===== src/rtl/seq_mon_pkg.sv =====
// seq_mon_pkg
//   Definitions shared by the step monitor and its classifier:
//   - bit positions inside the one-hot status word
//   - FSM state encoding
//   - run direction enum

package seq_mon_pkg;

    // Bit positions inside status[3:0] = {error, hold, decr, incr}
    localparam int ST_INCR = 0;
    localparam int ST_DECR = 1;
    localparam int ST_HOLD = 2;
    localparam int ST_ERR  = 3;

    // FSM state encoding
    localparam logic [1:0] S_EMPTY = 2'd0;
    localparam logic [1:0] S_TRACK = 2'd1;
    localparam logic [1:0] S_FAULT = 2'd2;

    typedef enum logic [1:0] {
        DIR_NONE = 2'd0,
        DIR_UP   = 2'd1,
        DIR_DOWN = 2'd2
    } dir_e;

endpackage


===== src/rtl/seq_step_monitor_classifier.sv =====
// step_classifier
//   Purely combinational. Compares a new sample against the previous one and
//   returns the one-hot class {error, hold, decr, incr}.
// Ports:
//   prev_i   : previous accepted sample
//   in_val_i : new sample
//   class_o  : one-hot class, bit positions from seq_mon_pkg

module step_classifier
    import seq_mon_pkg::*;
#(
    parameter int WIDTH    = 4,
    parameter int MAX_STEP = 1,
    parameter int WRAP_EN  = 0
) (
    input  logic [WIDTH-1:0] prev_i,
    input  logic [WIDTH-1:0] in_val_i,
    output logic [3:0]       class_o
);

    localparam logic [WIDTH-1:0] STEP_MAX = WIDTH'(MAX_STEP);

    logic [WIDTH-1:0] up_diff;
    logic [WIDTH-1:0] dn_diff;
    logic             up_ok;
    logic             dn_ok;

    // Modular differences in both directions. Because MAX_STEP is below half
    // the range, at most one of them can be in 1..MAX_STEP. Without wrap the
    // plain ordering must additionally agree with the direction, which rules
    // out max->0 and 0->max.
    always_comb begin
        up_diff = in_val_i - prev_i;
        dn_diff = prev_i - in_val_i;
        up_ok   = (up_diff != '0) && (up_diff <= STEP_MAX);
        dn_ok   = (dn_diff != '0) && (dn_diff <= STEP_MAX);
        if (WRAP_EN == 0) begin
            up_ok = up_ok && (in_val_i > prev_i);
            dn_ok = dn_ok && (in_val_i < prev_i);
        end

        class_o = '0;
        if (in_val_i == prev_i) begin
            class_o[ST_HOLD] = 1'b1;
        end else if (up_ok) begin
            class_o[ST_INCR] = 1'b1;
        end else if (dn_ok) begin
            class_o[ST_DECR] = 1'b1;
        end else begin
            class_o[ST_ERR] = 1'b1;
        end
    end

endmodule


===== src/rtl/seq_step_monitor.sv =====
// seq_step_monitor
//   Classifies each sampled counter value against the previous one
//   (incr/decr/hold/error), counts errors, tracks same-direction run length
//   and latches a fault after ERR_LIMIT consecutive errors.
// Ports:
//   clk, rst, clr : clock, synchronous reset, synchronous soft clear
//   in_valid      : in_val is presented this cycle
//   in_val        : sampled counter value
//   out_valid     : one-cycle pulse, status valid
//   status        : one-hot {error, hold, decr, incr}, zero when idle
//   err_count     : saturating total error count
//   run_len       : saturating same-direction run length
//   fault         : high while latched in FAULT
//
// state   | meaning
// --------+-----------------------------------------------------------
// EMPTY   | no reference sample yet; next accepted sample is stored only
// TRACK   | classifying every accepted sample against prev
// FAULT   | ERR_LIMIT consecutive errors seen; inputs ignored until clear

module seq_step_monitor
    import seq_mon_pkg::*;
#(
    parameter int WIDTH     = 4,
    parameter int MAX_STEP  = 1,
    parameter int WRAP_EN   = 0,
    parameter int ERR_LIMIT = 3,
    parameter int CNT_W     = 8
) (
    input  logic             clk,
    input  logic             rst,
    input  logic             clr,
    input  logic             in_valid,
    input  logic [WIDTH-1:0] in_val,
    output logic             out_valid,
    output logic [3:0]       status,
    output logic [CNT_W-1:0] err_count,
    output logic [CNT_W-1:0] run_len,
    output logic             fault
);

    localparam int CE_W = $clog2(ERR_LIMIT + 1);

    logic [1:0]       state_q,     state_d;
    logic [WIDTH-1:0] prev_q,      prev_d;
    dir_e             dir_q,       dir_d;
    logic [CE_W-1:0]  consec_q,    consec_d;
    logic [CNT_W-1:0] err_cnt_q,   err_cnt_d;
    logic [CNT_W-1:0] run_q,       run_d;
    logic             out_valid_q, out_valid_d;
    logic [3:0]       status_q,    status_d;
    logic [3:0]       cls;

    step_classifier #(
        .WIDTH    (WIDTH),
        .MAX_STEP (MAX_STEP),
        .WRAP_EN  (WRAP_EN)
    ) u_classifier (
        .prev_i   (prev_q),
        .in_val_i (in_val),
        .class_o  (cls)
    );

    always_comb begin
        state_d     = state_q;
        prev_d      = prev_q;
        dir_d       = dir_q;
        consec_d    = consec_q;
        err_cnt_d   = err_cnt_q;
        run_d       = run_q;
        out_valid_d = 1'b0;
        status_d    = '0;

        case (state_q)
            S_EMPTY: begin
                if (in_valid) begin
                    prev_d  = in_val;
                    state_d = S_TRACK;
                end
            end
            S_TRACK: begin
                if (in_valid) begin
                    out_valid_d = 1'b1;
                    status_d    = cls;
                    prev_d      = in_val;
                    if (cls[ST_ERR]) begin
                        if (err_cnt_q != '1) err_cnt_d = err_cnt_q + CNT_W'(1);
                        consec_d = consec_q + CE_W'(1);
                        run_d    = '0;
                        // The limiting error is still reported this cycle.
                        if (consec_d == CE_W'(ERR_LIMIT)) state_d = S_FAULT;
                    end else begin
                        consec_d = '0;
                        if (cls[ST_INCR]) begin
                            if (dir_q == DIR_UP) begin
                                if (run_q != '1) run_d = run_q + CNT_W'(1);
                            end else begin
                                run_d = CNT_W'(1);
                            end
                            dir_d = DIR_UP;
                        end else if (cls[ST_DECR]) begin
                            if (dir_q == DIR_DOWN) begin
                                if (run_q != '1) run_d = run_q + CNT_W'(1);
                            end else begin
                                run_d = CNT_W'(1);
                            end
                            dir_d = DIR_DOWN;
                        end
                    end
                end
            end
            S_FAULT: begin
                state_d = S_FAULT;
            end
            default: begin
                state_d = S_EMPTY;
            end
        endcase
    end

    // rst and clr share one clear path; either one discards a same-cycle sample.
    always_ff @(posedge clk) begin
        if (rst || clr) begin
            state_q     <= S_EMPTY;
            prev_q      <= '0;
            dir_q       <= DIR_NONE;
            consec_q    <= '0;
            err_cnt_q   <= '0;
            run_q       <= '0;
            out_valid_q <= 1'b0;
            status_q    <= '0;
        end else begin
            state_q     <= state_d;
            prev_q      <= prev_d;
            dir_q       <= dir_d;
            consec_q    <= consec_d;
            err_cnt_q   <= err_cnt_d;
            run_q       <= run_d;
            out_valid_q <= out_valid_d;
            status_q    <= status_d;
        end
    end

    assign out_valid = out_valid_q;
    assign status    = status_q;
    assign err_count = err_cnt_q;
    assign run_len   = run_q;
    assign fault     = (state_q == S_FAULT);

endmodule


===== config.mk =====
export PLATFORM = sky130hd
export DESIGN_NAME = seq_step_monitor
export DESIGN_NICKNAME = d
export VERILOG_FILES = /design/src/rtl/seq_mon_pkg.sv /design/src/rtl/seq_step_monitor_classifier.sv /design/src/rtl/seq_step_monitor.sv
export SDC_FILE = /design/constraint.sdc
export NUM_CORES = 1
export LEC_CHECK = 0
export BUFFER_PORTS_ARGS = -buffer_cell sky130_fd_sc_hd__buf_2
export CORE_MARGIN = 5
export CORE_UTILIZATION = 40
export CTS_CLUSTER_DIAMETER = 40
export DETAILED_ROUTE_END_ITERATION = 10
export GPL_ROUTABILITY_DRIVEN = 0
export PLACE_DENSITY = 0.61
export SETUP_SLACK_MARGIN = 0.1
export SYNTH_ARGS = -nofsm -noshare
export SYNTH_HDL_FRONTEND = slang
export SYNTH_SLANG_ARGS = --single-unit

===== constraint.sdc =====
create_clock -name clk -period 2.3 [get_ports clk]
set_input_delay 0.46 -clock clk [delete_from_list [all_inputs] [get_ports clk]]
set_output_delay 0.46 -clock clk [all_outputs]
set_load 0.1 [all_outputs]

==> metrics.md, run 1 <==
| Metric | Value |
|---|---|
| Fmax | `421 MHz` |
| VDD IR max | `0.276 mV` |
| Final WL | `4850 µm` |
| WP data arrival | `2.58 ns` |
| CTS tree | `done` |
| CP max stage cell | `fa_2` |
| Critical path class | `flop to flop` |
| Core area | `4690 µm²` |
| Post-Synthesis Cells | `224` |
| Met1 Wirelength | `2250 µm` |
| CP endpoint kind | `flop` |
| Hold buffer count at CTS | `0` |
| Final setup viols | `11` |
| Startpoint types | `flop` |
| CP delay by family, top | `adder cells` |
| Cell variety after synth | `56` |
| Crit path buf inv count | `3` |
| First-pass GRT wire length | `8220 µm` |
| CTS clk-pin slew, worst paths | `0.06 ns` |
| Final nets | `308` |
| Mapped cell area | `1910 µm²` |
| RSZ-0062 raised after global routing | `yes` |
| Rows | `25` |
| Antenna diodes | `0` |
| Die Y | `79.1 µm` |
| Failing checks | `negative setup slack` |
| Met2 wire length | `2260 µm` |
| Synth Register Bits | `31` |
| Routed length per instance | `14.3 µm` |
| # Max-Cap Violations | `0` |
| P_leak | `0.00102 µW` |
| Syn_area_per_cell | `8.52 µm²` |
| CP cell instances | `buf_6 -> ha_4 -> fa_2 -> xnor2_2 -> nor3b_4 -> buf_4 -> o211ai_4 -> mux2i_2 -> buf_4 -> o311ai_1 -> a211oi_2` |
| Fin crit share | `103%` |
| Most common cell after layout, fill and taps aside | `buf_4` |
| Post-synthesis sequential area ratio | `32.5%` |
| Global-route usage over all layers | `16.4%` |
| Initial DRC Count | `87` |
| Vias | `1883` |
| DR top layer | `met4` |
| Ys async rst share | `0%` |
| Slew margin rel. | `62.3%` |
| Sequential cell area | `626 µm²` |
| Io pins | `30` |
| Sink Count | `31` |
| Max Transition Viols Final | `0` |
| Layout filler cell count | `444` |
| Largest stage delay on the critical path | `0.36 ns` |
| EDFF count, synth | `0` |
| Most common cell on crit path | `buf_4` |
| Inserted Clock Buffers | `5` |
| Die Wd | `79.1 µm` |
| Clock Skews | `0.00325 ns` |
| IO Port Bufs | `29` |
| Drt drc | `0` |
| Final Hold Viols | `0` |
| Post-route ant nets | `0` |
| Status | `finished with violations` |
| Worst setup margin | `-0.0727 ns` |
| Worst-margin pin slew | `0.562 ns` |
| Area of the multi-input gates | `1290 µm²` |
| Number of global-route vias before repair | `1812` |
| Post-Layout Inst Area | `2540 µm²` |
| Clock tree buffer depth | `2` |
| Pre-antenna DRT Iters | `4` |
| CTS H-Tree Depth | `2` |
| Clock latency on the worst-skew pair | `0.28 ns` |
| Crit-path max FO | `6` |
| Starting Density | `40.7%` |
| Wire length on met3 | `223 µm` |
| Share of cells above drive strength 1 | `36.1%` |
| Grt ovf | `0` |
| Critical Path RT | `2.51 ns` |
| Utilization after layout | `54.2%` |
| Most used DFF post-synth | `dfxtp_1` |
| Initial antenna violation count | `0` |
| Final Critical Period | `2.37 ns` |
| Synthesis-to-layout area growth | `33.3%` |
| Placed Instance Area | `2310 µm²` |
| DP Wirelength | `3360 µm` |
| Die area | `6260 µm²` |
| Largest net degree at the start of global routing | `20` |
| Min-Delay Path Class | `input pin to flop` |
| Vias per cell | `5.55` |
| CTS root buffer | `clkbuf_8` |
| Most frequent cells in the layout | `30 x buf_4, 29 x buf_2, 27 x dfxtp_1, 25 x nand2_1, 21 x nor2_1` |
| Synthesis Warnings | `0` |
| Pwr per Cell Area | `536 nW/µm²` |
| Hold_ws | `0.428 ns` |
| Post-synth net total | `247` |
==> state kept, by name, indices dropped and copies added (netlist names) <==
| name | cells |
|---|---|
| state_q | 2 |
| prev_q | 4 |
| err_count | 8 |
| consec_q | 2 |
| out_valid | 1 |
| status | 4 |
| dir_q | 2 |
| run_len | 8 |
==> logic make-up (layout without fill, tap and decap cells) <==
| kind of cell | after synthesis | in the layout | synth area share, % |
|---|---|---|---|
| compound gates | 52 | 53 | 19.0 |
| xor+xnor | 3 | 3 | 1.38 |
| fa+ha+maj | 15 | 15 | 10.6 |
| buf+inv | 20 | 80 | 6.23 |
| flops | 31 | 31 | 32.5 |
| mux | 5 | 5 | 2.62 |
| simple gates | 98 | 98 | 27.7 |
==> routing by layer <==
metal | vias up | GRT usage, %
met4 | 0 | 5.84
met1 | 886 | 20.0
met2 | 42 | 27.9
met5 | - | 0
li1 | 943 | -
met3 | 12 | 3.97
==> area by class of cell <==
type                    count  share of cell area, %
flip-flops and latches     31                   24.6
multi-input cells         174                   50.7
clock buffers               6                   2.85
clock inverters             1                   1.18
repair buffers             62                   15.9
inverters                  11                   2.11
well taps                  54                   2.65
==> timing repair <==
action / in CTS / in global routing
setup buffers: 6 / 1
endpoints found under the setup margin: 20 / 23
gates resized for setup: 13 / 5
pin swaps: 10 / 2
gates cloned: 1 / 1
==> path summary, 6_finish.rpt <==
kind                     from           to  slack [ns]  cells past startpoint
setup / recovery    prev_q[0]   run_len[7]       -0.07                     11
hold / removal      in_val[3]    prev_q[3]        0.43                      3
setup reg to reg    prev_q[0]   run_len[7]       -0.07                     11
hold reg to reg   consec_q[0]  consec_q[0]        0.46                      2
==> stage by stage <==
step                worst slack [ns]  power, µW  setup TNS (ns)  std cells
floorplan                     0.0527        736               0        224
detailed placement            -0.413        803           -6.68        323
finish                       -0.0727       1370          -0.371        339
global route                  -0.197       1420           -2.12        339
global placement              -0.365        800           -5.89        323
CTS                          -0.0470       1370          -0.102        337
==> power breakdown <==
part	leakage, µW	total (µW)	switching, µW	internal [µW]
Clock	0.0000513	519	201	317
Sequential	0.000252	547	4.13	543
Combinational	0.000714	299	160	139
Total	0.00102	1370	366	999
==> Yosys cell counts, types with 2 or more instances <==
| cell | n | area share [%] |
|---|---|---|
| inv_1 | 11 | 2.2 |
| nand4_1 | 8 | 2.6 |
| nor3_1 | 5 | 1.3 |
| o21a_1 | 2 | 0.79 |
| and3_1 | 2 | 0.66 |
| or2b_1 | 2 | 0.79 |
| a31oi_1 | 6 | 2.0 |
| fa_1 | 2 | 2.1 |
| a21oi_1 | 16 | 4.2 |
| clkbuf_1 | 3 | 0.59 |
| o211ai_1 | 2 | 0.79 |
| nor2_1 | 23 | 4.5 |
| and4_1 | 3 | 1.4 |
| nand3b_1 | 2 | 0.79 |
| dfxtp_1 | 31 | 33 |
| or4_1 | 4 | 1.6 |
| mux2i_1 | 5 | 2.6 |
| o21ai_0 | 4 | 1.0 |
| nand3_1 | 8 | 2.1 |
| buf_6 | 4 | 2.4 |
| or3_1 | 3 | 0.98 |
| o31ai_1 | 6 | 2.4 |
| o22ai_1 | 2 | 0.66 |
| xnor2_1 | 2 | 0.92 |
| nand2_1 | 25 | 4.9 |
| ha_1 | 13 | 8.5 |
==> worst register-to-register path, stage by stage (launching register included) <==
cell      delay [ns]
dfxtp_2         0.33
buf_6           0.12
ha_4            0.15
fa_2            0.36
xnor2_2         0.16
nor3b_4         0.21
buf_4           0.15
o211ai_4        0.09
mux2i_2         0.22
buf_4           0.18
o311ai_1        0.11
a211oi_2        0.22
(Power assumes the default switching activity.)
==> run 2: changes to the inputs <==
--- a/config.mk
+++ b/config.mk
@@ -7,11 +7,12 @@
 export LEC_CHECK = 0
 export BUFFER_PORTS_ARGS = -buffer_cell sky130_fd_sc_hd__buf_2
 export CORE_MARGIN = 5
-export CORE_UTILIZATION = 40
+export CORE_UTILIZATION = 51
 export CTS_CLUSTER_DIAMETER = 40
+export CTS_CLUSTER_SIZE = 24
 export DETAILED_ROUTE_END_ITERATION = 10
 export GPL_ROUTABILITY_DRIVEN = 0
-export PLACE_DENSITY = 0.61
+export PLACE_DENSITY = 0.75
 export SETUP_SLACK_MARGIN = 0.1
 export SYNTH_ARGS = -nofsm -noshare
 export SYNTH_HDL_FRONTEND = slang
==> metrics.md, run 2 (synthesis results as in run 1) <==
| Metric | Value |
|---|---|
| Status | `finished with violations` |
| Failing checks | `negative setup slack` |
| Pwr per Cell Area | `487 nW/µm² (-9.3%)` |
| Fin crit share | `103% (+0.15 points)` |
| Crit-path max FO | `6 (unchanged)` |
| Global-route usage over all layers | `20.4% (+4.1 points)` |
| CTS clk-pin slew, worst paths | `0.07 ns (about the same)` |
| Clock Skews | `0.00466 ns (+0.00141 ns)` |
| Final TNS setup | `-0.538 ns (-0.167 ns)` |
| Crit path capture | `err_count[0]` |
| Max Transition Viols Final | `0 (unchanged)` |
| Routed length per instance | `15.4 µm (+7.8%)` |
| Synthesis-to-layout area growth | `38.1%` |
| Die Wd | `71.2 µm (-10%)` |
| Vias | `1949 (+3.5%)` |
| Hold buffer count at CTS | `0 (unchanged)` |
| Largest net degree at the start of global routing | `20 (unchanged)` |
| Worst setup margin | `-0.0761 ns (-0.00334 ns)` |
| CTS H-Tree Depth | `2 (unchanged)` |
| Met2 wire length | `2700 µm (+20%)` |
| Non-Filler Instances | `336 (-0.88%)` |
| Die area | `5070 µm² (-19%)` |
| First-pass GRT wire length | `8470 µm (+3.0%)` |
| Most frequent cells in the layout | `29 x buf_2, 27 x buf_4, 27 x dfxtp_1, 24 x nand2_1, 21 x nor2_1` |
| Final nets | `310 (+0.65%)` |
| VDD IR max | `0.462 mV (+67%)` |
| Rows | `22 (-12%)` |
| Post-route ant nets | `0 (unchanged)` |
| Met1 Wirelength | `2220 µm (-1.7%)` |
| Pre-antenna DRT Iters | `4 (unchanged)` |
| Grt ovf | `0 (unchanged)` |
| DR top layer | `met4` |
| Final WL | `5180 µm (+6.8%)` |
| Sequential cell area | `626 µm² (unchanged)` |
| Final Hold Viols | `0 (unchanged)` |
| CP endpoint kind | `flop` |
| R2r worst-path depth | `11 (unchanged)` |
| Antenna diodes | `0 (unchanged)` |
| Placed cells | `317 (-1.9%)` |
| Critical path class | `flop to flop` |
| Most common cell after layout, fill and taps aside | `buf_2` |
| Slew margin rel. | `61.7% (-0.55 points)` |
| Min-Delay Path Class | `input pin to flop` |
| WP data arrival | `2.58 ns (about the same)` |
| CTS root buffer | `clkbuf_8` |
| Die Y | `71.2 µm (-10%)` |
| Vias per cell | `5.80 (+4.4%)` |
| Sink Count | `31 (unchanged)` |
| Io pins | `30 (unchanged)` |
| Reg2reg start | `prev_q[0]` |
| Utilization after layout | `72.6% (+18 points)` |
| Final Critical Period | `2.38 ns (+0.00334 ns)` |
| Reg2reg setup slack | `-0.08 ns (about the same)` |
| Starting Density | `52.5% (+12 points)` |
| Layout filler cell count | `286 (-36%)` |
| Worst-margin pin slew | `0.570 ns (+0.00812 ns)` |
| Final setup viols | `14 (+3)` |
| IO Port Bufs | `29 (unchanged)` |
| Startpoint types | `flop` |
| Core area | `3630 µm² (-23%)` |
| Drt drc | `0 (unchanged)` |
| Inserted Clock Buffers | `5 (unchanged)` |
| Initial antenna violation count | `0 (unchanged)` |
| DP Wirelength | `3370 µm (+0.27%)` |
| Initial DRC Count | `165 (+90%)` |
| Critical Path RT | `2.51 ns (about the same)` |
| P_leak | `0.00103 µW (+1.5%)` |
| Clock latency on the worst-skew pair | `0.28 ns (about the same)` |
| # Max-Cap Violations | `0 (unchanged)` |
| Number of global-route vias before repair | `1895 (+4.6%)` |
| RSZ-0062 raised after global routing | `yes` |
| CTS tree | `done` |
| Clock tree buffer depth | `2 (unchanged)` |
| Wire length on met3 | `182 µm (-18%)` |
| Area of the multi-input gates | `1380 µm² (+6.7%)` |
| Share of cells above drive strength 1 | `39.6% (+3.4 points)` |
| Worst Setup SP | `prev_q[0]` |
| Fmax | `421 MHz (-0.14%)` |
| FF-to-FF End | `err_count[0]` |
## run 2: area by class of cell
type	count	share of cell area [%]
clock buffer	7	2.90
multi-input combinational	174	52.3
inverter	11	2.04
clock inverter	1	0.190
tap	48	2.28
timing repair buffer	64	16.6
sequential	31	23.7
## run 2: worst min path at each step
stage          cells after the start         from  slack (ns)     endpoint
6_report                           3    in_val[3]        0.44    prev_q[3]
4_1_cts                            3    in_val[3]        0.44    prev_q[3]
3_3_place_gp                       2  consec_q[0]        0.44  consec_q[0]
2_1_floorplan                      2  consec_q[0]        0.43  consec_q[0]
3_5_place_dp                       2  consec_q[0]        0.44  consec_q[0]
5_1_grt                            2  consec_q[0]        0.46  consec_q[0]
## run 2: where the power goes
part / switching (µW) / internal (µW)
registers: 4.60 / 543
clock network: 204 / 212
logic: 173 / 146
## run 2: per-stage QoR
stage          cell area (µm²)  hold slack (ns)  setup WS (ns)  total power, µW
3_5_place_dp              2310            0.444         -0.405              798
4_1_cts                   2550            0.439        -0.0663             1260
3_3_place_gp              2310            0.439         -0.345              793
6_report                  2640            0.439        -0.0761             1280
2_1_floorplan             1990            0.432         0.0527              736
5_1_grt                   2640            0.463         -0.182             1340
## run 2: timing repair
action                     in CTS  in global routing
resized for setup              21                 15
gates cloned                    2                  0
pin swaps                      20                  8
setup buffers                   7                  2
setup endpoints to repair      20                 23
hold endpoints to repair        0                  0
## run 2: critical path: stages (launching register included)
cell	delay, ns
dfxtp_2	0.33
buf_6	0.12
ha_4	0.15
fa_2	0.36
xnor2_2	0.19
nor3b_4	0.07
buf_4	0.14
o21ai_4	0.09
a22oi_4	0.15
buf_6	0.16
or4_1	0.39
a21oi_1	0.16
## run 2: metal layers
metal	vias up	track usage, %
met1	943	25.6
met5	-	0
met2	46	35.1
met3	9	4.40
met4	0	5.85
li1	951	-
==> run 3: changes to the inputs <==
--- a/config.mk
+++ b/config.mk
@@ -5,6 +5,7 @@
 export SDC_FILE = /design/constraint.sdc
 export NUM_CORES = 1
 export LEC_CHECK = 0
+export ABC_AREA = 1
 export BUFFER_PORTS_ARGS = -buffer_cell sky130_fd_sc_hd__buf_2
 export CORE_MARGIN = 5
 export CORE_UTILIZATION = 51
==> metrics.md, run 3 <==
| Metric | Value |
|---|---|
| Status | `complete, no violations` |
| Area of the multi-input gates | `1210 µm² (-12%)` |
| Syn_area_per_cell | `7.19 µm² (-16%)` |
| Worst setup margin | `0.210 ns (+0.286 ns)` |
| Drt drc | `0 (unchanged)` |
| Hold buffer count at CTS | `0 (unchanged)` |
| Initial antenna violation count | `0 (unchanged)` |
| Largest net degree at the start of global routing | `20 (unchanged)` |
| CTS clk-pin slew, worst paths | `0.07 ns (about the same)` |
| Placed Instance Area | `2150 µm² (-6.9%)` |
| Synthesis-to-layout area growth | `24.5%` |
| Post-synth net total | `287 (+16%)` |
| Starting Density | `52.3% (-0.28 points)` |
| Share of cells above drive strength 1 | `26.6% (-13 points)` |
| Fin crit share | `90.9% (-12 points)` |
| Inserted Clock Buffers | `5 (unchanged)` |
| IO Port Bufs | `29 (unchanged)` |
| VDD IR max | `0.303 mV (-35%)` |
| Layout filler cell count | `323 (+13%)` |
| RSZ-0062 raised after global routing | `yes` |
| Pwr per Cell Area | `570 nW/µm² (+17%)` |
| Io pins | `30 (unchanged)` |
| Initial DRC Count | `56 (-66%)` |
| Clock tree buffer depth | `2 (unchanged)` |
| Worst slack at placement | `-0.187 ns (+0.218 ns)` |
| Grt ovf | `0 (unchanged)` |
| Die area | `5040 µm² (-0.45%)` |
| Most common cell after layout, fill and taps aside | `nand2_1` |
| Clock Skews | `0.00715 ns (+0.00248 ns)` |
| Antenna diodes | `0 (unchanged)` |
| Routed length per instance | `11.2 µm (-27%)` |
| Vias per cell | `4.99 (-14%)` |
| Reg2reg setup slack | `0.22 ns (+0.30 ns)` |
| Final Hold Viols | `0 (unchanged)` |
| Most used DFF post-synth | `dfxtp_1` |
| Synth top area share | `32.7% (+0.17 points)` |
| Die Y | `71.0 µm (-0.22%)` |
| Critical Path RT | `2.48 ns (-0.03 ns)` |
| Most frequent cells in the layout | `45 x nand2_1, 37 x nor2_1, 31 x inv_1, 28 x dfxtp_1, 28 x buf_2` |
| Sequential cell area | `624 µm² (-0.20%)` |
| Mapped cell area | `1900 µm² (-0.52%)` |
| Min-Delay Path Class | `flop to flop` |
| Sink Count | `31 (unchanged)` |
| Post-synthesis sequential area ratio | `32.7% (+0.17 points)` |
| Cell variety after synth | `36 (-36%)` |
| Final nets | `330 (+6.5%)` |
| Top post-synthesis cells by count | `48 x nand2_1, 43 x nor2_1, 32 x inv_1` |
| Rows | `22 (unchanged)` |
| EDFF count, synth | `0 (unchanged)` |
| Die Wd | `71.0 µm (-0.22%)` |
| Final Critical Period | `2.09 ns (-0.286 ns)` |
| Global-route usage over all layers | `16.6% (-3.8 points)` |
| Final setup viols | `0 (-14)` |
| Critical path class | `input pin to flop` |
| Post-route ant nets | `0 (unchanged)` |
| # Max-Cap Violations | `0 (unchanged)` |
| Most frequent cell after synthesis | `nand2_1` |
| CP endpoint kind | `flop` |
| Fmax | `479 MHz (+14%)` |
| Pre-antenna DRT Iters | `4 (unchanged)` |
| WP data arrival | `2.27 ns (-0.31 ns)` |
| Yosys top cell by area | `dfxtp_1` |
| Startpoint types | `input pin` |
| DP Wirelength | `2910 µm (-14%)` |
| Clock latency on the worst-skew pair | `0.29 ns (about the same)` |
| Post-Layout Inst Area | `2360 µm² (-10%)` |
| Max Transition Viols Final | `0 (unchanged)` |
| Worst-margin pin slew | `0.550 ns (-0.0201 ns)` |
| Vias | `1775 (-8.9%)` |
| P_leak | `0.00103 µW (+0.16%)` |
| Largest cells by area after synthesis | `dfxtp_1 33%, nand2_1 9.5%, ha_1 8.6%` |
| Post-Synthesis Cells | `264 (+18%)` |
| CTS tree | `done` |
| Slew margin rel. | `63.1% (+1.4 points)` |
| Final WL | `3980 µm (-23%)` |
| Core area | `3630 µm² (unchanged)` |
| Synth Register Bits | `31 (unchanged)` |
| Final TNS setup | `0 ns (+0.538 ns)` |
| CTS H-Tree Depth | `2 (unchanged)` |
| Number of global-route vias before repair | `1590 (-16%)` |
| Synthesis Warnings | `0 (unchanged)` |
| Ys async rst share | `0% (unchanged)` |
| CTS root buffer | `clkbuf_8` |
| First-pass GRT wire length | `6820 µm (-19%)` |
| Crit-path max FO | `5 (-1)` |
-- run 3: path summary, 6_finish.rpt --
| path | start | endpoint | depth (start not counted) |
|---|---|---|---|
| worst max-delay path | in_val[0] | run_len[7] | 14 |
| worst min-delay path | prev_q[3] | prev_q[3] | 2 |
| worst max register to register | prev_q[0] | run_len[7] | 12 |
| worst min register to register | prev_q[3] | prev_q[3] | 2 |
-- run 3: cells by family (layout without fill, tap and decap cells) --
family	Yosys count	after routing	share of synthesized area, %
AO/OA/AOI/OAI	41	41	12.0
XOR/XNOR	8	8	3.69
adder cells (fa/ha/maj)	15	15	10.7
buffers and inverters	38	81	7.97
flip-flops	31	31	32.7
AND/OR/NAND/NOR	131	132	33.0
-- run 3: stage by stage --
stage               power, µW  std cells  util (%)  hold slack, ns
floorplan                 730        264         -           0.433
global placement          776        346      59.1           0.444
detailed placement        778        346      59.1           0.451
CTS                      1340        354      62.3           0.462
global route             1410        356      65.1           0.497
finish                   1350        356      65.1           0.455
-- run 3: final cells by class --
type / instances / area share [%]
inverter: 35 / 5.56
multi-input combinational: 196 / 51.3
clock buffer: 6 / 3.49
sequential: 31 / 26.4
clock inverter: 2 / 1.48
tap: 48 / 2.54
timing repair buffer: 38 / 9.26
-- run 3: timing repair --
| item | CTS | global route |
|---|---|---|
| endpoints found under the hold margin | 0 | 0 |
| resized for setup | 0 | 25 |
| setup endpoints to repair | 0 | 21 |
| setup buffers | 0 | 1 |
-- run 3: power breakdown --
group | total (µW) | switching, µW | internal (µW)
sequential | 553 | 6.01 | 547
combinational | 233 | 155 | 78.1
clock | 563 | 213 | 350
total | 1350 | 374 | 975
-- run 3: layer usage --
layer  vias to the layer above  global-route usage [%]  routed length, µm
met5                         -                       0                  0
met4                         0                    6.26                 82
met3                         7                    4.55                177
met2                        35                    26.2               1830
met1                       789                    21.7               1900
li1                        944                       -                  -
-- run 3: critical path, stage by stage --
cell	delay [ns]
buf_4	0.10
inv_1	0.04
ha_2	0.18
fa_2	0.52
inv_1	0.04
nor2_1	0.08
nand2_1	0.09
nor2_4	0.12
inv_1	0.06
nor2_2	0.13
nand2_2	0.11
buf_4	0.16
nand4_1	0.11
a21oi_2	0.07
